**config.mk**
```make
export PLATFORM = sky130hd
export DESIGN_NAME = serial_tx_framer
export DESIGN_NICKNAME = d
export VERILOG_FILES = /design/src/rtl/serial_tx_framer.sv
export SDC_FILE = /design/constraint.sdc
export NUM_CORES = 1
export LEC_CHECK = 0
export CORE_MARGIN = 5
export CORE_UTILIZATION = 55
export CTS_BUF_LIST = sky130_fd_sc_hd__clkbuf_8
export DETAILED_ROUTE_END_ITERATION = 8
export GPL_TIMING_DRIVEN = 0
export HOLD_SLACK_MARGIN = 0.02
export PLACE_DENSITY = 0.78
export REMOVE_ABC_BUFFERS = 1
export SLEW_MARGIN = 20
export SYNTH_ARGS = -nofsm -noshare
export SYNTH_HDL_FRONTEND = slang
export SYNTH_SLANG_ARGS = --single-unit
```
**constraint.sdc**
```tcl
create_clock -name Clk_S -period 4.85 [get_ports Clk_S]
set_input_delay 0.485 -clock Clk_S [delete_from_list [all_inputs] [get_ports Clk_S]]
set_output_delay 0.485 -clock Clk_S [all_outputs]
set_load 0.02 [all_outputs]
```
**src/rtl/serial_tx_framer.sv**
```systemverilog
// serial_tx_framer: framed LSB-first serial transmitter with a one-word
// holding buffer and back-to-back frame support.
// Frame: start bit (1), DATA_W payload bits, optional even parity bit,
// GAP_BITS low bit periods. Each bit lasts BIT_CYC clock cycles.
// Optional feature macro: SERIAL_TX_PARITY_EN (adds the even-parity bit).
//
// state  | meaning
// -------+-----------------------------------------------------------
// IDLE   | line low, waiting for a held word to transfer
// START  | driving the start bit (1)
// DATA   | driving shifter[0], one payload bit per bit period
// PARITY | driving even parity of the payload (SERIAL_TX_PARITY_EN)
// GAP    | driving low for GAP_BITS bit periods between frames

module serial_tx_framer #(
  parameter int DATA_W   = 55,
  parameter int BIT_CYC  = 1,
  parameter int GAP_BITS = 2
) (
  input  logic              Clk_S,
  input  logic              Rst_n,
  input  logic [DATA_W-1:0] TX_Data,
  input  logic              TX_Data_Valid,
  output logic              TX_Ready,
  output logic              S_Data,
  output logic              TX_Busy
);

  localparam int BIT_W = (DATA_W   > 1) ? $clog2(DATA_W)   : 1;
  localparam int CYC_W = (BIT_CYC  > 1) ? $clog2(BIT_CYC)  : 1;
  localparam int GAP_W = (GAP_BITS > 1) ? $clog2(GAP_BITS) : 1;

  localparam logic [BIT_W-1:0] BIT_LAST = BIT_W'(DATA_W - 1);
  localparam logic [CYC_W-1:0] CYC_LAST = CYC_W'(BIT_CYC - 1);
  localparam logic [GAP_W-1:0] GAP_LAST = GAP_W'(GAP_BITS - 1);

`ifdef SERIAL_TX_PARITY_EN
  typedef enum logic [2:0] {
    S_IDLE   = 3'd0,
    S_START  = 3'd1,
    S_DATA   = 3'd2,
    S_PARITY = 3'd3,
    S_GAP    = 3'd4
  } state_t;
`else
  typedef enum logic [2:0] {
    S_IDLE   = 3'd0,
    S_START  = 3'd1,
    S_DATA   = 3'd2,
    S_GAP    = 3'd4
  } state_t;
`endif

  state_t              r_state;
  logic [DATA_W-1:0]   r_hold;
  logic                r_hold_full;
  logic [DATA_W-1:0]   r_shift;
  logic [BIT_W-1:0]    r_bit_cnt;
  logic [CYC_W-1:0]    r_cyc_cnt;
  logic [GAP_W-1:0]    r_gap_cnt;
  logic                r_s_data;
`ifdef SERIAL_TX_PARITY_EN
  logic                r_parity;
`endif

  logic                w_bit_end;
  logic                w_accept;

  // Bit boundary and handshake decode, all from flop state plus valid
  always_comb begin
    w_bit_end = (r_cyc_cnt == CYC_LAST);
    w_accept  = TX_Data_Valid & ~r_hold_full;
  end

  // Framing FSM: holding buffer, shifter, counters and registered line
  always_ff @(posedge Clk_S or negedge Rst_n) begin
    if (!Rst_n) begin
      r_state     <= S_IDLE;
      r_hold      <= '0;
      r_hold_full <= 1'b0;
      r_shift     <= '0;
      r_bit_cnt   <= '0;
      r_cyc_cnt   <= '0;
      r_gap_cnt   <= '0;
      r_s_data    <= 1'b0;
`ifdef SERIAL_TX_PARITY_EN
      r_parity    <= 1'b0;
`endif
    end else begin
      // Accept and transfer are mutually exclusive on hold_full, so the
      // transfer's clear below never races with this set.
      if (w_accept) begin
        r_hold      <= TX_Data;
        r_hold_full <= 1'b1;
      end

      if (r_state != S_IDLE) begin
        if (w_bit_end) begin
          r_cyc_cnt <= '0;
        end else begin
          r_cyc_cnt <= r_cyc_cnt + CYC_W'(1);
        end
      end

      case (r_state)
        S_IDLE: begin
          r_s_data <= 1'b0;
          if (r_hold_full) begin
            r_shift     <= r_hold;
`ifdef SERIAL_TX_PARITY_EN
            r_parity    <= ^r_hold;
`endif
            r_hold_full <= 1'b0;
            r_bit_cnt   <= '0;
            r_cyc_cnt   <= '0;
            r_gap_cnt   <= '0;
            r_state     <= S_START;
            r_s_data    <= 1'b1;
          end
        end

        S_START: begin
          if (w_bit_end) begin
            r_state  <= S_DATA;
            r_s_data <= r_shift[0];
          end
        end

        S_DATA: begin
          if (w_bit_end) begin
            if (r_bit_cnt == BIT_LAST) begin
              r_bit_cnt <= '0;
              r_gap_cnt <= '0;
`ifdef SERIAL_TX_PARITY_EN
              r_state   <= S_PARITY;
              r_s_data  <= r_parity;
`else
              r_state   <= S_GAP;
              r_s_data  <= 1'b0;
`endif
            end else begin
              r_bit_cnt <= r_bit_cnt + BIT_W'(1);
              r_shift   <= r_shift >> 1;
              // Line is registered, so it takes the bit that becomes
              // shifter[0] after this shift.
              r_s_data  <= r_shift[1];
            end
          end
        end

`ifdef SERIAL_TX_PARITY_EN
        S_PARITY: begin
          if (w_bit_end) begin
            r_state   <= S_GAP;
            r_gap_cnt <= '0;
            r_s_data  <= 1'b0;
          end
        end
`endif

        S_GAP: begin
          if (w_bit_end) begin
            if (r_gap_cnt == GAP_LAST) begin
              r_gap_cnt <= '0;
              if (r_hold_full) begin
                // Back-to-back: next start bit follows the last gap bit
                r_shift     <= r_hold;
`ifdef SERIAL_TX_PARITY_EN
                r_parity    <= ^r_hold;
`endif
                r_hold_full <= 1'b0;
                r_bit_cnt   <= '0;
                r_cyc_cnt   <= '0;
                r_state     <= S_START;
                r_s_data    <= 1'b1;
              end else begin
                r_state  <= S_IDLE;
                r_s_data <= 1'b0;
              end
            end else begin
              r_gap_cnt <= r_gap_cnt + GAP_W'(1);
            end
          end
        end

        default: begin
          r_state  <= S_IDLE;
          r_s_data <= 1'b0;
        end
      endcase
    end
  end

  assign TX_Ready = ~r_hold_full;
  assign S_Data   = r_s_data;
  assign TX_Busy  = (r_state != S_IDLE) | r_hold_full;

endmodule

```
Yosys cells after proc, flatten, opt, wreduce, memory -nomap -nowiden --
Index checks and enable logic that the tools add are counted.
Storage, ports and cells: memories kept 0, output and inout bits 3, word-level logic and storage cells 77, ROM bits 0, bits in writable memories 0, bits in latches 0, flip-flop bits (word level) 123, input port bits 58
Cells by class: $add $sub $neg 3, divide/modulo/power cells 0, reductions and logical operators 8, shift operators 0, $lt $le $gt $ge 0, $mul 0, bitwise operators 3, equal/unequal tests 11, multiplexer cells 44
Operator list (count):
- 55-bit two-way mux | 5
- 55-bit case mux with 3 select lines | 1
- 6-bit two-way mux | 5
- 1-bit two-way mux | 21
- 3-bit two-way mux | 6
- 6-bit case mux with 3 select lines | 1
- 2-bit != test (second input constant) | 7
- 3-bit case mux with 4 select lines | 1
- 5-bit AND reduction | 2
- 4-bit AND reduction | 2
- 6-bit by 1-bit adder with 6-bit output (second input constant) | 1
- 6-bit equality test (second input constant) | 1
- 6-bit AND reduction | 1
- 3-bit nonzero test | 2
- 1-bit case mux with 2 select lines | 2
- 1-bit case mux with 4 select lines | 1
- 3-bit by 1-bit equality test with 1-bit output (second input constant) | 1
- 3-bit by 2-bit equality test with 1-bit output (second input constant) | 1
- 3-bit equality test (second input constant) | 1
- 3-bit logical NOT | 1
- 1-bit case mux with 3 select lines | 1
- 1-bit adder (second input constant) | 2
- 1-bit AND | 1
- 1-bit NOT | 1
- 1-bit OR | 1

Logic depth before layout (Yosys ltp) --
depth after elaboration 7, depth in mapped cells 7, gate-level depth less buffers 6

Least setup slack after synthesis --
Ideal clock, no wire load.
path type reg2reg, from register r_bit_cnt[0], to register r_shift[45], stages on the path, launching flop included 8, clock period less this slack 1.986 ns, data required time 4.725 ns, data arrival time 1.861 ns, setup time 0.125 ns, buffers on the path 1, path slack 2.864 ns, cell sequence dfrtp_1 > inv_1 > ha_1 > nand4_2 > o21a_4 > o22ai_4 > buf_6 > mux2_4
On the way: word-level cells in the longest chain between the ends 3
Ends and longest elaborated chain:
- from (decl) | RTL line 58 | logic [BIT_W-1:0] r_bit_cnt;
- from (signal assigned) | RTL line 142 | r_bit_cnt <= r_bit_cnt + BIT_W'(1);
- 6-bit equality test | RTL line 131 | if (r_bit_cnt == BIT_LAST) begin
- 2-bit != test (no line)
- 5-bit AND reduction (no line)
- to (signal assigned) | RTL line 109 | r_shift <= r_hold;
- to (signal assigned) | RTL line 143 | r_shift <= r_shift >> 1;
- to (signal assigned) | RTL line 167 | r_shift <= r_hold;
- to (decl) | RTL line 57 | logic [DATA_W-1:0] r_shift;
No other way between the ends. A chain may end at the register's enable or synchronous reset.

Worst setup path after layout --
from register r_state[0], to register r_shift[11]
On the way: word-level cells in the longest chain between the ends 3, elaborated cells on any way between the ends 10, classes of those cells eq/ne (6); mux (1); reduce/logical (3)
Ends and longest elaborated chain:
- from (decl) | RTL line 54 | state_t r_state;
- from (signal assigned) | RTL line 78 | r_state <= S_IDLE;
- from (signal assigned) | RTL line 117 | r_state <= S_START;
- from (signal assigned) | RTL line 124 | r_state <= S_DATA;
- 3-bit by 2-bit equality test with 1-bit output (tied with other cells) | RTL line 105 | case (r_state)
- 2-bit != test (no line) / 3-bit nonzero test (equally long branches)
- 5-bit AND reduction (no line)
Several ways; a longest one is shown, not always the timed one.

==> impl_metrics.ini <==
[clock_network]
numClockSinks = 123
cts_setup_buffers = 0
ctsHtreeMaxLevel = 4
tritoncts = built
cts_buffers = 17
clock_latency_ps = 430
cts_root_buf = clkbuf_8
clkSlewWorstSetupHoldPaths_ps = 70
cts_resized = 0
cts_buffer_depth = 2
postCtsHoldBufs = 0

[power_and_ir_drop]
power_frac_comb_pct = 47.0
power_density_mw_per_mm2 = 705
power_switching_mw = 1.47
p_leak_nw = 2.99
power_mw = 4.89
seq_power_share_pct = 37.7
peakVddDrop_mv = 0.355
p_clk_share_pct = 15.3
p_int_mw = 3.41
swShare_pct = 30.1

[place]
portBuffers = 60
place.gp.congestion = 0.766
dpl.hpwl_mm = 6.57
place_ws_ps = 2170
place_area_sq_mm = 0.00661

[drt]
drt-total-wl_mm = 9.80
ant_nets = 0
wl_per_cell_um = 16.4
num_vias = 3258
drc_errors = 0
drt_first_pass_iters = 4
vias_per_cell = 5.44
dr.first_iter.drc_count = 147

[floorplan]
start_util_pct = 56.3
die_w_um = 113
ios = 61
row_count = 37
fp.coreArea_sq_mm = 0.0103
dieArea_sq_mm = 0.0127
fp.dieH_um = 113

[final_layout]
fin_area_sq_mm = 0.00693
synthToLayoutAreaGrowth_pct = 19.8
diodes = 0
layout.nets = 511
postLayoutCoreUtil_pct = 67.4
drive_above_1_share_pct = 46.9

[synth]
postSynthAreaPerCell_sq_um = 15.1
async_flop_share_pct = 100
ys_warn_count = 0
synth_most_common_cell = dfrtp_1
synthTopCellsByArea = dfrtp_1, mux2_2, mux2_4
synth.top_cell.area_share_pct = 53.2
synth_ff_type = dfrtp_1
synth.distinct_cells = 45
synth_edf_count = 0
syn-cell-area_sq_mm = 0.00578
synthCells = 383
ys_ff_latch = 123
yosysSeqAreaShare_pct = 53.2
synth.largest_area_cell = dfrtp_1
synth_common_cells = dfrtp_1, mux2_2, mux2_4

[global_route]
antenna_found_initial = 0
grt_overflow_total = 0
grt_max_degree = 64
grt_pass1_wl_mm = 17.0
grt_pass1_vias = 3546
grt_use_total_pct = 16.7

[sta]
final.setup.tns_ps = 0
grt_setup_unrepaired = no
skew_ps = 11.5
relSlewSlack_pct = 57.7
setup_viol = 0
fmaxAchievable_mhz = 375
finalCriticalPeriod_ps = 2670
finalHoldViolations = 0
setup_slack_ps = 2180
worst_pin_slew_ps = 634
fin_crit_sh_pct = 55.0
slew_viol_final = 0

[critical_path]
critPathMaxStageDelay_ps = 590
crit_chain = nor3b_4 > buf_8 > o21a_4 > o22ai_4 > buf_16 > buf_16 > mux2_4
rrSetupSlack_ps = 2180
cp.arrival_ps = 2980
end_kind = flip-flop
timing.critical_path.mode_cell = buf_16
crit_type = flip-flop to flip-flop
slowest_stage = dfrtp_1
reg2regPathDepth = 7
required_ps = 5160
r2r_end = r_shift[11]
start_kind = flip-flop
critical_path.max_fanout = 16
timing.rr.start = r_state[0]

[flow_run]
maxCapViolCount = 0

[min_path]
hold_path.class = input pin to asynchronous set/reset pin

[status]
status = completed
-- metrics by stage --
step,hold WS (ps),std cells
final,31.2,599
after global routing,53.8,599
after CTS,38.7,599
after detailed placement,486,568
after global placement,473,558
after floorplan,189,362
-- state kept, by name, summed over array words and instances (netlist names) --
| name | flops |
|---|---|
| r_gap_cnt | 1 |
| S_Data | 1 |
| r_bit_cnt | 6 |
| r_shift | 55 |
| r_hold_full | 1 |
| r_hold | 55 |
| r_state | 3 |
| r_cyc_cnt | 1 |
-- metal layers --
| layer | GRT usage [%] | vias up | part of all wire (%) |
|---|---|---|---|
| met3 | 4.64 | 12 | 3.2 |
| li1 | - | 1528 | - |
| met4 | 7.13 | 0 | 1.5 |
| met2 | 27.2 | 53 | 49 |
| met1 | 21.1 | 1665 | 46 |
| met5 | 0 | - | 0 |
-- cell usage in the layout, fill, tap and decap left out, drive strengths merged, types with 3 or more instances in the layout --
cell           instances
o21ai                  7
nor2                   5
clkinvlp               6
dfrtp                123
clkdlybuf4s50         59
nand3                  8
inv                    8
nand2                  5
o2bb2ai                3
a21oi                  4
clkinv                 6
mux2                 165
clkbuf                17
a22oi                  5
nor2b                  4
buf                   11
-- critical path, delay by kind of cell, from the launching register on --
| family | cells | cell delay [ps] |
|---|---|---|
| multiplexers | 1 | 300 |
| AO/OA/AOI/OAI | 2 | 370 |
| buffers and inverters | 3 | 670 |
| flip-flops | 1 | 590 |
| AND/OR/NAND/NOR | 1 | 590 |
-- worst max-delay path by stage --
stage / start / endpoint / slack [ps]
after global routing: r_state[0] / r_shift[11] / 2050
after global placement: Rst_n / r_hold[12] / -1380
after floorplan: TX_Data_Valid / r_hold[0] / 1330
after CTS: r_state[0] / r_shift[24] / 2180
after detailed placement: r_state[0] / r_shift[29] / 2170
final: r_state[0] / r_shift[11] / 2180
-- power groups by stage --
stage / clock network, mW / logic (mW) / registers, mW
after floorplan: 0 / 1.86 / 1.76
after global placement: 0 / 2.16 / 1.84
after detailed placement: 0 / 2.31 / 1.85
after CTS: 0.771 / 2.32 / 1.84
after global routing: 0.822 / 2.47 / 1.91
final: 0.746 / 2.30 / 1.84
-- final cells by class --
class	instances	area (sq um)
well taps	136	170
inverters	6	22.5
clock inverters	14	86.3
multi-input cells	233	2530
repair buffers	70	805
flip-flops and latches	123	3080
fillers	753	3350
clock buffers	17	234
-- kinds of logic (layout without fill, tap and decap cells) --
family	after synthesis	in the layout	synth area share, %
multiplexers	166	166	35.5
flip-flops	123	123	53.2
buffers and inverters	27	107	3.09
adder cells (fa/ha/maj)	2	2	0.433
AO/OA/AOI/OAI	29	29	3.85
AND/OR/NAND/NOR	36	36	3.90
(Power assumes the default switching activity.)
==> variant, RTL diff (same settings) <==
Re-encode `state_t` (4 states) as one-hot, 4 bits wide.
--- a/src/rtl/serial_tx_framer.sv
+++ b/src/rtl/serial_tx_framer.sv
@@ -43,11 +43,11 @@
     S_GAP    = 3'd4
   } state_t;
 `else
-  typedef enum logic [2:0] {
-    S_IDLE   = 3'd0,
-    S_START  = 3'd1,
-    S_DATA   = 3'd2,
-    S_GAP    = 3'd4
+  typedef enum logic [3:0] {
+    S_IDLE   = 4'b0001,
+    S_START  = 4'b0010,
+    S_DATA   = 4'b0100,
+    S_GAP    = 4'b1000
   } state_t;
 `endif
 
Function: no difference found for any inputs over 10 cycles, from zero or initial values and one cycle with Rst_n low; not proved beyond that.
==> variant against the original RTL <==
  * Area after synthesis is 2.7% lower
  * Routed wire length rose by 6.2%
  * Synthesized cell count up 32%
  * Non-clock buffer count stayed put
  * Power fell by 12%
  * Sequential cell count rose by 1
  * Clock power up 21%
  * Via count rose by 14%
  * Critical endpoint is now r_shift[22]
  * Critical path depth did not move
  * Worst setup slack lost 0.27 ns
  * Cell area decreased by 0.83%
==> variant: results (changes against the original RTL) <==
CTS
  – Cts bufs inserted: 17 (unchanged)
  – Clk_lat worst skew: 0.43 ns (about the same)
  – Post-CTS Setup Bufs: 0 (unchanged)
  – Longest Clk Path Bufs: 2 (unchanged)
  – Clock slew at reported path FFs: ~0.080 ns

GRT
  – Global-route wire length before repair: 18,800 µm (was 17,000 µm)
  – Tot GR Track Use: 18.4% (was 16.7%)
  – Largest net degree at the start of global routing: 68 (was 64)
  – Initial antenna violation count: 0 (unchanged)
  – Vias in the first global route: 4,092 (was 3,546)

Drt
  – Drt initial violations: 160 (was 147)
  – Drt wl/cell: 14.6 µm (was 16.4 µm)
  – Drt via density: 5.21 (was 5.44)
  – TritonRoute pass-1 iters: 4 (unchanged)
  – Detail Route Antenna Nets: 0 (unchanged)

Synthesis
  – Top post-synthesis cells by count: nand2_1, dfrtp_1, mux2_2, mux2_1, clkbuf_1 (was dfrtp_1, mux2_2, mux2_4, nand3_1, o21ai_0)
  – Synth Warn #: 0 (unchanged)
  – Post-synth ARST share: 100% (unchanged)
  – Avg Cell Area, Syn: 11.1 µm² (was 15.1 µm²)
  – Distinct cells, synth: 40 (was 45)
  – Area contributors post-synth: dfrtp_1, mux2_2, nand2_1 (was dfrtp_1, mux2_2, mux2_4)
  – Post-synthesis sequential area ratio: 55.2% (was 53.2%)

STA
  – Clock skew: 0.0207 ns (was 0.0115 ns)
  – Setup TNS: 0 ns (unchanged)
  – Max_slew headroom: 58.2% (was 57.7%)

Run status
  – Status: finished clean (unchanged)

Power and ir drop
  – Static leakage: 3.06 nW (was 2.99 nW)
  – Worst vdd rail ir drop: 0.000279 V (was 0.000355 V)

Worst setup path
  – CP arrival: 3.23 ns (was 2.98 ns)
  – R2R setup slack: 1.91 ns (was 2.18 ns)
  – CP max FO: 26 (was 16)
  – Setup Crit Path Kind: flop to flop (unchanged)

Finish
  – Layout Nets: 627 (was 511)
  – Fillers: 778 (was 753)
  – Final std cells w/o fill: 715 (was 599)
  – Share of cells above drive strength 1: 18.7% (was 46.9%)
  – Biggest regs: r_hold: 55 flops, r_shift: 55 flops, r_bit_cnt: 6 flops (unchanged)

Placement
  – Routability cong.: 0.775 (was 0.766)
  – HPWL after DPL: 7080 µm (was 6570 µm)
  – Placed cells: 684 (was 568)
  – Placed Area: 0.00647 mm² (was 0.00661 mm²)
-- variant: final timing paths --
kind                             start           to  cells after the start
setup / recovery            r_state[0]  r_shift[22]                      7
hold / removal                   Rst_n       S_Data                      1
setup reg to reg            r_state[0]  r_shift[22]                      7
hold reg to reg            r_shift[36]  r_shift[36]                      1
max in group asynchronous        Rst_n  r_shift[40]                      2
min in group Clk_S         r_shift[36]  r_shift[36]                      1
-- variant: report_power, final --
group / internal, W / total, W / switching (W) / leakage (nW)
clock: 0.000486 / 0.000906 / 0.000419 / 0.191
combinational: 0.000874 / 0.00156 / 0.000688 / 1.39
sequential: 0.00155 / 0.00184 / 0.000293 / 1.48
-- variant: cell type report --
type	count	area, µm²	share of cell area (%)
Timing Repair Buffer	70	786	11.4
Clock buffer	19	262	3.81
Clock inverter	12	139	2.02
Inverter	6	22.5	0.328
Multi-Input combinational cell	348	2390	34.7
Tap cell	136	170	2.48
Sequential cell	124	3100	45.2
-- variant: worst max-delay path, cell delays in order, from the launching register on --
cell     delay (ns)
dfstp_2        0.75
nor2_1         0.13
nand2_2        0.44
nor3_1         0.18
nor2_4         0.52
buf_16         0.24
buf_16         0.18
mux2_1         0.34
-- variant: metrics by stage --
stage / worst slack (ns) / hold WS, ns
after CTS: 1.87 / 0.0223
after detailed placement: 1.90 / 0.475
after global routing: 1.72 / 0.0467
after floorplan: 1.37 / 0.189
final: 1.91 / 0.0243
after global placement: -1.44 / 0.467
-- variant: kinds of logic (layout without fill, tap and decap cells) --
group,count (synthesis),after routing,share of synthesized area (%)
simple gates,205,205,15.7
flops,124,124,55.2
mux,115,115,22.9
buf+inv,33,107,2.60
compound gates,25,25,3.05
fa+ha+maj,2,2,0.445
xor+xnor,1,1,0.156
-- variant: metal layers --
metal | track usage (%) | part of all wire [%] | vias to the layer above | wire length (µm)
met5 | 0 | 0 | - | 0
li1 | - | - | 1813 | -
met1 | 22.1 | 44 | 1838 | 4550
met2 | 32.5 | 52 | 66 | 5430
met4 | 4.79 | 0.56 | 0 | 58
met3 | 5.24 | 3.5 | 6 | 369
